## config.mk

```make
export PLATFORM = sky130hd
export DESIGN_NAME = rotor_slot_fsm
export DESIGN_NICKNAME = d
export VERILOG_FILES = /design/src/rtl/rotor_slot_pkg.sv /design/src/rtl/btn_edge_detect.sv /design/src/rtl/rotor_slot_fsm.sv
export SDC_FILE = /design/constraint.sdc
export NUM_CORES = 1
export LEC_CHECK = 0
export CAP_MARGIN = 20
export CORE_MARGIN = 2
export CORE_UTILIZATION = 34
export CTS_CLUSTER_SIZE = 25
export DETAILED_ROUTE_END_ITERATION = 16
export GPL_ROUTABILITY_DRIVEN = 0
export SYNTH_ARGS = -nofsm -noshare
export SYNTH_HDL_FRONTEND = slang
export SYNTH_SLANG_ARGS = --single-unit
```

## constraint.sdc

```tcl
create_clock -name clock -period 4.65 [get_ports clock]
set_input_delay 0.93 -clock clock [delete_from_list [all_inputs] [get_ports clock]]
set_output_delay 0.93 -clock clock [all_outputs]
set_load 0.02 [all_outputs]
```

## src/rtl/rotor_slot_pkg.sv

```systemverilog
// rotor_slot_pkg
// Shared types and constants for the rotor slot selector.
//   state_t    : occupancy class of the slot list (empty / partial / full)
//   MODE_EXCL  : only one rotor may be selected at a time
//   MODE_MULTI : up to SLOTS rotors, kept in press order
package rotor_slot_pkg;

  typedef enum logic [1:0] {
    S_EMPTY = 2'd0,
    S_PART  = 2'd1,
    S_FULL  = 2'd2
  } state_t;

  localparam logic MODE_EXCL  = 1'b0;
  localparam logic MODE_MULTI = 1'b1;

endpackage

```

## src/rtl/btn_edge_detect.sv

```systemverilog
// btn_edge_detect
// Rising-edge detector and press classifier for the rotor buttons.
// Ports:
//   clock, reset   : rising-edge clock, synchronous active-high reset
//   i_button_sync  : synchronised button levels, bit i = rotor i
//   o_press        : button_sync & ~btn_prev (raw rising edges)
//   o_press_one    : exactly one button rose this cycle
//   o_press_multi  : two or more buttons rose this cycle
//   o_press_idx    : index of the rising button when o_press_one is set
module btn_edge_detect #(
  parameter int unsigned N_BTN = 8
) (
  input  logic                       clock,
  input  logic                       reset,
  input  logic [N_BTN-1:0]           i_button_sync,
  output logic [N_BTN-1:0]           o_press,
  output logic                       o_press_one,
  output logic                       o_press_multi,
  output logic [$clog2(N_BTN)-1:0]   o_press_idx
);

  localparam int unsigned IDX_W = $clog2(N_BTN);

  logic [N_BTN-1:0] r_btn_prev;
  // Low for the first cycle after reset so that buttons held through
  // reset release are captured into btn_prev without raising an event.
  logic             r_armed;
  logic [N_BTN-1:0] w_low_cleared;
  logic             w_any;

  always_ff @(posedge clock) begin
    if (reset) begin
      r_btn_prev <= '0;
      r_armed    <= 1'b0;
    end else begin
      r_btn_prev <= i_button_sync;
      r_armed    <= 1'b1;
    end
  end

  assign o_press = i_button_sync & ~r_btn_prev;

  // x & (x-1) drops the lowest set bit; non-zero result means >= 2 bits.
  assign w_low_cleared = o_press & (o_press - 1'b1);
  assign w_any         = |o_press;

  assign o_press_one   = r_armed && w_any && (w_low_cleared == '0);
  assign o_press_multi = r_armed && (w_low_cleared != '0);

  always_comb begin
    o_press_idx = '0;
    for (int unsigned i = 0; i < N_BTN; i++) begin
      if (o_press[i]) o_press_idx = IDX_W'(i);
    end
  end

endmodule

```

## src/rtl/rotor_slot_fsm.sv

```systemverilog
// rotor_slot_fsm
// Tracks which rotors are selected and the order they were selected in.
// Ports:
//   clock, reset : rising-edge clock, synchronous active-high reset
//   button_sync  : synchronised button levels, bit i = rotor i
//   mode         : 0 exclusive, 1 ordered multi-select
//   lock         : ignore all press events while high
//   rotor_sel    : bit i set iff rotor i occupies a valid slot
//   slot_idx     : slot k rotor index at [k*IDX_W +: IDX_W], slot 0 = oldest
//   slot_vld     : bit k set iff slot k holds a rotor
//   sel_count    : number of valid slots
//   sel_full     : sel_count == SLOTS
//   reject       : one-cycle pulse when a press is refused
//   change       : one-cycle pulse when selection or slots change
module rotor_slot_fsm
  import rotor_slot_pkg::*;
#(
  parameter int unsigned N_BTN = 8,
  parameter int unsigned SLOTS = 3
) (
  input  logic                                clock,
  input  logic                                reset,
  input  logic [N_BTN-1:0]                    button_sync,
  input  logic                                mode,
  input  logic                                lock,
  output logic [N_BTN-1:0]                    rotor_sel,
  output logic [SLOTS*$clog2(N_BTN)-1:0]      slot_idx,
  output logic [SLOTS-1:0]                    slot_vld,
  output logic [$clog2(SLOTS+1)-1:0]          sel_count,
  output logic                                sel_full,
  output logic                                reject,
  output logic                                change
);

  localparam int unsigned IDX_W = $clog2(N_BTN);
  localparam int unsigned CNT_W = $clog2(SLOTS + 1);
  localparam logic [CNT_W-1:0] FULL_CNT = CNT_W'(SLOTS);

  // Edge detection
  logic [N_BTN-1:0] w_press;
  logic             w_press_one;
  logic             w_press_multi;
  logic [IDX_W-1:0] w_press_idx;

  btn_edge_detect #(
    .N_BTN (N_BTN)
  ) u_edge (
    .clock         (clock),
    .reset         (reset),
    .i_button_sync (button_sync),
    .o_press       (w_press),
    .o_press_one   (w_press_one),
    .o_press_multi (w_press_multi),
    .o_press_idx   (w_press_idx)
  );

  // Registered state
  logic [N_BTN-1:0]       r_sel;
  logic [SLOTS*IDX_W-1:0] r_slot;
  logic [SLOTS-1:0]       r_vld;
  logic [CNT_W-1:0]       r_count;
  logic                   r_full;
  logic                   r_reject;
  logic                   r_change;
  logic                   r_mode;
  state_t                 r_state;

  // Next-state
  logic [N_BTN-1:0]       w_sel;
  logic [SLOTS*IDX_W-1:0] w_slot;
  logic [SLOTS-1:0]       w_vld;
  logic [CNT_W-1:0]       w_count;
  logic                   w_reject;
  logic                   w_change;
  state_t                 w_state;

  // Removal helpers: position of the pressed rotor and the slot list
  // with that entry squeezed out.
  int unsigned            w_hit_k;
  logic [SLOTS*IDX_W-1:0] w_rm_slot;
  logic [SLOTS-1:0]       w_rm_vld;
  logic [SLOTS*IDX_W-1:0] w_sh_slot;
  logic [SLOTS-1:0]       w_sh_vld;
  logic                   w_mode_chg;

  assign w_mode_chg = (mode != r_mode);

  always_comb begin
    w_hit_k = 0;
    for (int unsigned j = 0; j < SLOTS; j++) begin
      if (r_vld[j] && (r_slot[j*IDX_W +: IDX_W] == w_press_idx)) w_hit_k = j;
    end
  end

  // Shifting the packed list right by one field moves slot j+1 into slot j
  // and brings zeros into the top slot, so invalid slots stay zero.
  assign w_sh_slot = r_slot >> IDX_W;
  assign w_sh_vld  = r_vld >> 1;

  always_comb begin
    w_rm_slot = r_slot;
    w_rm_vld  = r_vld;
    for (int unsigned j = 0; j < SLOTS; j++) begin
      if (j >= w_hit_k) begin
        w_rm_slot[j*IDX_W +: IDX_W] = w_sh_slot[j*IDX_W +: IDX_W];
        w_rm_vld[j]                 = w_sh_vld[j];
      end
    end
  end

  always_comb begin
    w_sel    = r_sel;
    w_slot   = r_slot;
    w_vld    = r_vld;
    w_count  = r_count;
    w_reject = 1'b0;
    w_change = 1'b0;

    if (w_mode_chg) begin
      // Mode switch wipes the selection; any press this cycle is dropped.
      w_sel    = '0;
      w_slot   = '0;
      w_vld    = '0;
      w_count  = '0;
      w_change = (r_count != '0);
    end else if (!lock) begin
      if (w_press_multi) begin
        w_reject = 1'b1;
      end else if (w_press_one) begin
        if (r_mode == MODE_EXCL) begin
          w_change = 1'b1;
          w_slot   = '0;
          w_vld    = '0;
          if (r_sel[w_press_idx]) begin
            w_sel   = '0;
            w_count = '0;
          end else begin
            w_sel              = w_press;
            w_slot[IDX_W-1:0]  = w_press_idx;
            w_vld[0]           = 1'b1;
            w_count            = CNT_W'(1);
          end
        end else begin
          if (r_sel[w_press_idx]) begin
            w_change              = 1'b1;
            w_sel[w_press_idx]    = 1'b0;
            w_slot                = w_rm_slot;
            w_vld                 = w_rm_vld;
            w_count               = r_count - 1'b1;
          end else if (r_count == FULL_CNT) begin
            w_reject = 1'b1;
          end else begin
            w_change                         = 1'b1;
            w_sel[w_press_idx]               = 1'b1;
            w_slot[r_count*IDX_W +: IDX_W]   = w_press_idx;
            w_vld[r_count]                   = 1'b1;
            w_count                          = r_count + 1'b1;
          end
        end
      end
    end
  end

  always_comb begin
    if (w_count == '0)           w_state = S_EMPTY;
    else if (w_count == FULL_CNT) w_state = S_FULL;
    else                          w_state = S_PART;
  end

  always_ff @(posedge clock) begin
    if (reset) begin
      r_sel    <= '0;
      r_slot   <= '0;
      r_vld    <= '0;
      r_count  <= '0;
      r_full   <= 1'b0;
      r_reject <= 1'b0;
      r_change <= 1'b0;
      r_mode   <= MODE_EXCL;
      r_state  <= S_EMPTY;
    end else begin
      r_sel    <= w_sel;
      r_slot   <= w_slot;
      r_vld    <= w_vld;
      r_count  <= w_count;
      r_full   <= (w_state == S_FULL);
      r_reject <= w_reject;
      r_change <= w_change;
      r_mode   <= mode;
      r_state  <= w_state;
    end
  end

  assign rotor_sel = r_sel;
  assign slot_idx  = r_slot;
  assign slot_vld  = r_vld;
  assign sel_count = r_count;
  assign sel_full  = r_full;
  assign reject    = r_reject;
  assign change    = r_change;

endmodule

```

# After elaboration in Yosys (flattened, before gate mapping)
# Cells that the tools add are included.
[classes]
n_eq_ne = 10
addsub = 4
shifts = 2
n_lt_le_gt_ge = 7
reduce_logical = 18
multipliers = 1
n_bitwise = 9
muxes = 57
[op_table]
columns = ["op", "count"]
rows = [
  ["4-bit negation with 34-bit output", 1],
  ["3-bit by 34-bit variable shift with 9-bit output (first input constant)", 1],
  ["3-bit by 34-bit indexed part select with 9-bit output", 1],
  ["3-bit two-way mux", 11],
  ["8-bit two-way mux", 4],
  ["9-bit two-way mux", 3],
  ["8-bit bitwise AND", 3],
  ["2-bit two-way mux", 12],
  ["1-bit two-way mux", 23],
  ["8-bit inverter", 2],
  ["5-bit AND reduction", 3],
  ["3-bit inequality test (second input constant)", 4],
  ["9-bit bitwise mux", 1],
  ["8-bit logical NOT", 1],
  ["8-bit bitwise OR", 1],
  ["8-bit nonzero test", 1],
  ["8-bit OR reduction", 1],
  ["8-bit by 1-bit subtractor with 8-bit output (second input constant)", 1],
  ["1-bit logical AND", 7],
  ["2-bit equality test (second input constant)", 3],
  ["3-bit equality test", 2],
  ["1-bit by 2-bit >= comparator with 1-bit output (first input constant)", 2],
  ["3-bit by 4-bit < comparator with 1-bit output (second input constant)", 1],
  ["2-bit by 2-bit multiplier with 4-bit output (second input constant)", 1],
  ["17 further kinds", 18],
]
[word_totals]
ff_bits = 35
elab_cells = 122
inputBits = 12
output_inout_bits = 25

# Depth between registers and ports, before layout
[logic_depth]
depth_word = 21
ltp_mapped = 11
depth_no_buf = 9

# Hierarchy
# Synthesis repeated with hierarchy kept, for this count alone.
[unflattened]
cells_unflattened = 246
hier_area_um2 = 2148.3
[modules_own_cells]
columns = ["mod", "instances", "area_each_um2", "cells_per_inst", "seq_area_each_um2"]
rows = [
  ["rotor_slot_fsm", 1, 1679.1, 199, 520.5],
  ["btn_edge_detect", 1, 469.2, 47, 180.2],
]

# Worst setup path before layout
# OpenSTA, ideal clock, no wires.
[synth_timing]
path_type = "input to register"
startpoint = "input button_sync[7]"
endpoint = "register r_slot[3] (netlist: slot_idx[3])"
arrival_time_ns = 3.151
stages = 10
t_required_ns = 4.570
setup_ns = 0.080
path_slack_ns = 1.419
cell_sequence = "nor2b_4 -> buf_6 -> a211oi_2 -> nand2_1 -> mux2i_1 -> or4_1 -> buf_2 -> or3_4 -> and3_4 -> a211oi_2"
[synth_via]
elab_chain_len = 9
word_cells_on_any_way = 28
cone_classes = "add/sub (1); order compare (1); eq/ne (4); shift (1); mux (9); bitwise (3); reduce/logical (9)"
[synth_lines]
columns = ["item", "line_no", "source"]
rows = [
  ["from (decl)", "rotor_slot_fsm.sv:23", "input logic [N_BTN-1:0] button_sync,"],
  ["8-bit bitwise AND (*)", "btn_edge_detect.sv:41", "assign o_press = i_button_sync & ~r_btn_prev;"],
  ["3-bit two-way mux", "btn_edge_detect.sv:53", "if (o_press[i]) o_press_idx = IDX_W'(i);"],
  ["3-bit equality test", "rotor_slot_fsm.sv:91", "if (r_vld[j] && (r_slot[j*IDX_W +: IDX_W] == w_press_idx)) w_hit_k = j;"],
  ["1-bit logical AND", "rotor_slot_fsm.sv:91", ""],
  ["1-bit two-way mux", "rotor_slot_fsm.sv:91", ""],
  ["2-bit two-way mux", "rotor_slot_fsm.sv:91", ""],
  ["1-bit by 2-bit >= comparator with 1-bit output", "rotor_slot_fsm.sv:104", "if (j >= w_hit_k) begin"],
  ["3-bit inequality test (no line)", "-", ""],
  ["5-bit AND reduction (no line)", "-", ""],
  ["to (signal assigned)", "rotor_slot_fsm.sv:183", "r_slot <= w_slot;"],
  ["to (decl)", "rotor_slot_fsm.sv:59", "logic [SLOTS*IDX_W-1:0] r_slot;"],
]
# Mark *: on every way between the ends. The rest lies on a longest branch, timed or not. The select of a mux whose other input is x is not followed.
# A chain may end at the register's enable or synchronous reset.

# Worst setup path in the final report
[layout_timing]
startpoint = "input button_sync[7]"
endpoint = "register r_slot[7] (netlist: slot_idx[7])"
[layout_via]
elab_chain_len = 9
word_cells_on_any_way = 28
cone_classes = "add/sub (1); order compare (1); eq/ne (4); shift (1); mux (9); bitwise (3); reduce/logical (9)"
[layout_lines]
columns = ["item", "line_no"]
rows = [
  ["8-bit bitwise AND (*)", "btn_edge_detect.sv:41"],
  ["3-bit two-way mux", "btn_edge_detect.sv:53"],
  ["3-bit equality test", "rotor_slot_fsm.sv:91"],
  ["1-bit logical AND", "rotor_slot_fsm.sv:91"],
  ["1-bit two-way mux", "rotor_slot_fsm.sv:91"],
  ["2-bit two-way mux", "rotor_slot_fsm.sv:91"],
  ["2-bit >= comparator", "rotor_slot_fsm.sv:104"],
  ["3-bit inequality test (no line)", "-"],
  ["5-bit AND reduction (no line)", "-"],
]
# Marked as above.

==> results.yml <==
worst_setup_path:
  crit_fanout: 16
  critPathLaunchType: "primary input"
  crit_arrival_ns: 4.04
  criticalPathCategory: "primary input to flop"
  crit_start: "button_sync[7]"
  end_kind: "flop"
  r2r-start: "u_edge.r_btn_prev[4]"
  crit_required_ns: 4.86
detailed_routing:
  ant_nets: 0
  routed_wl_um: 5850
  via_count: 2082
  drtPass1Iterations: 5
  vias_per_cell: 5.57
  drcViolationCount: 0
  routedWlPerCell_um: 15.6
  drt_iter0_drc: 170
sta:
  worst_slack_ns: 0.823
  worst_pin_slew_ns: 0.881
  hold_violations: 0
  fin_crit_sh_pct: 82.3
  period_needed_ns: 3.83
  setup_tns_ns: 0
  rsz0062_at_grt: "false"
  final_max_slew_viol_count: 0
  fmax_mhz: 261
  relSlewSlack_pct: 41.2
  finalSetupViolCount: 0
  finalClockSkew_ns: 0.00682
  hold_ws_ns: 0.469
finish:
  stdcell_count: 374
  nets: 317
  insertedDiodeCount: 0
  area_delta_synth_final_pct: 23.3
  drive_gt1_share_pct: 7.69
clock_tree:
  cts_setup_buffers: 0
  numCtsBuffers: 5
  hold_buffers: 0
  cts_resized: 0
  clk_latency_ns: 0.29
  htreeDepth: 2
  cts_sinks: 35
  cts_buffer_depth: 2
  tritoncts: "done"
  clock_tree.root_cell: "clkbuf_8"
  clkTransAtPathRegs_ns: 0.07
synthesis:
  synth-seq-cells: 35
  yosysWarningCount: 0
  async_reset_ff_share_pct: 0
  synth_cell_types: 55
  yosysTopAreaCell: "dfxtp_1"
  yosys_most_used_dff: "dfxtp_1"
  synthCells: 266
  synth_top_cells_by_count: "35 x dfxtp_1, 22 x o21ai_0, 20 x a21oi_1, 20 x nand2_1, 17 x nor2b_1"
  ys_seq_area_share_pct: 32.7
  syn_area_per_cell_um2: 8.06
  yosysMostFrequentCell: "dfxtp_1"
  synth_area_um2: 2140
  synth_edf_count: 0
  yosysTopAreaCellShare_pct: 32.7
  yosys-top-cells-area: "dfxtp_1 33%, o21ai_0 5.1%, nor2b_1 5.0%"
  synth_nets: 283
place:
  place_inst: 368
  dp_hpwl_um: 4390
  dp_slack_ns: 0.548
  io_buffers: 36
power:
  vdd_drop_max_uv: 97.8
  power.leakage_nw: 0.925
  pwr-share-clk_pct: 32.5
  power_density_nw_per_um2: 237
  power.total_uw: 627
  seq_power_share_pct: 50.0
  pwr-share-comb_pct: 17.5
  swShare_pct: 28.4
  intPower_uw: 449
  p_switching_uw: 178
global_routing:
  first_global_vias: 1896
  grt.busiest_layer: "met2"
  use_met2_pct: 26.5
  use_met3_pct: 3.68
  grt_usage_pct: 17.1
  grt_max_degree: 28
  grt_overflow: 0
  met1_usage_pct: 23.7
  grt_pass1_wl_um: 9570
  antenna_found_initial: 0
die:
  io_pins: 37
  die_h_um: 83.4
  rows: 28
  placeableCoreArea_um2: 5990
  die_x_um: 83.4
  die_area_um2: 6950
  start_util_pct: 35.8
worst_hold_path:
  worst_hold_path_type: "flop to flop"
  min-delay-start: "slot_idx[2]"
flow_run:
  maxCapViolCount: 0
status:
  status: "finished clean"
## worst paths after layout
path	depth (start not counted)	endpoint	slack [ns]
min reg2reg	2	slot_idx[2]	0.47
min	2	slot_idx[2]	0.47
max reg2reg	9	slot_idx[7]	1.59
max	10	slot_idx[7]	0.82
## logic make-up after synthesis
kind of cell / Yosys count / share of synthesized area (%)
AND/OR/NAND/NOR: 113 / 29.9
AO/OA/AOI/OAI: 79 / 24.3
flip-flops: 35 / 32.7
buffers and inverters: 21 / 4.26
multiplexers: 8 / 3.85
adder cells (fa/ha/maj): 6 / 3.39
XOR/XNOR: 4 / 1.63
## power by group through the flow
| stage | clock (mW) | combinational (mW) | sequential, mW |
|---|---|---|---|
| floorplan | 0 | 0.0754 | 0.318 |
| global placement | 0 | 0.110 | 0.320 |
| detailed placement | 0 | 0.109 | 0.320 |
| CTS | 0.210 | 0.110 | 0.313 |
| global route | 0.219 | 0.121 | 0.314 |
| finish | 0.204 | 0.110 | 0.313 |
## metrics by stage
stage | util [%] | cell area, um^2
after global routing | 44.1 | 2640
after CTS | 44.1 | 2640
after global placement | 42.9 | 2570
after detailed placement | 42.9 | 2570
after floorplan | - | 2140
final | 44.1 | 2640
## layout make-up
type                    count  area, um^2
fillers                   607        3350
multi-input cells         210        1350
flip-flops and latches     35         701
repair buffers             41         398
well taps                  75        93.8
clock buffers               6        72.6
inverters                   7        26.3
## metal layers
metal / vias up / wire [um]
li1: 1042 / -
met1: 943 / 2830
met2: 89 / 2590
met3: 8 / 368
met4: 0 / 67
met5: - / 0
## layout by cell type (no fill, tap or decap), types with 6 or more instances in the layout
| cell | Yosys | final |
|---|---|---|
| nand2_1 | 20 | 20 |
| o21ai_0 | 22 | 22 |
| nor3_1 | 6 | 6 |
| a21oi_1 | 20 | 20 |
| or3_1 | 7 | 7 |
| nor2b_1 | 17 | 17 |
| mux2i_1 | 6 | 6 |
| nor2_1 | 16 | 16 |
| inv_1 | 7 | 7 |
| a31oi_1 | 10 | 10 |
| nand3_1 | 14 | 14 |
| dfxtp_1 | 35 | 35 |
| clkdlybuf4s50_1 | 0 | 36 |
| nand2b_1 | 9 | 9 |
## critical path: stages
cell and delay (ns):
clkdlybuf4s50_1 0.49, nor2b_4 0.31, a211oi_2 0.11, a21oi_4 0.30
mux2i_1 0.18, or4_1 0.61, buf_4 0.23, nor4_1 0.59
nand2_1 0.12, mux2i_1 0.15
No activity file was read; power rests on OpenSTA's default activity.
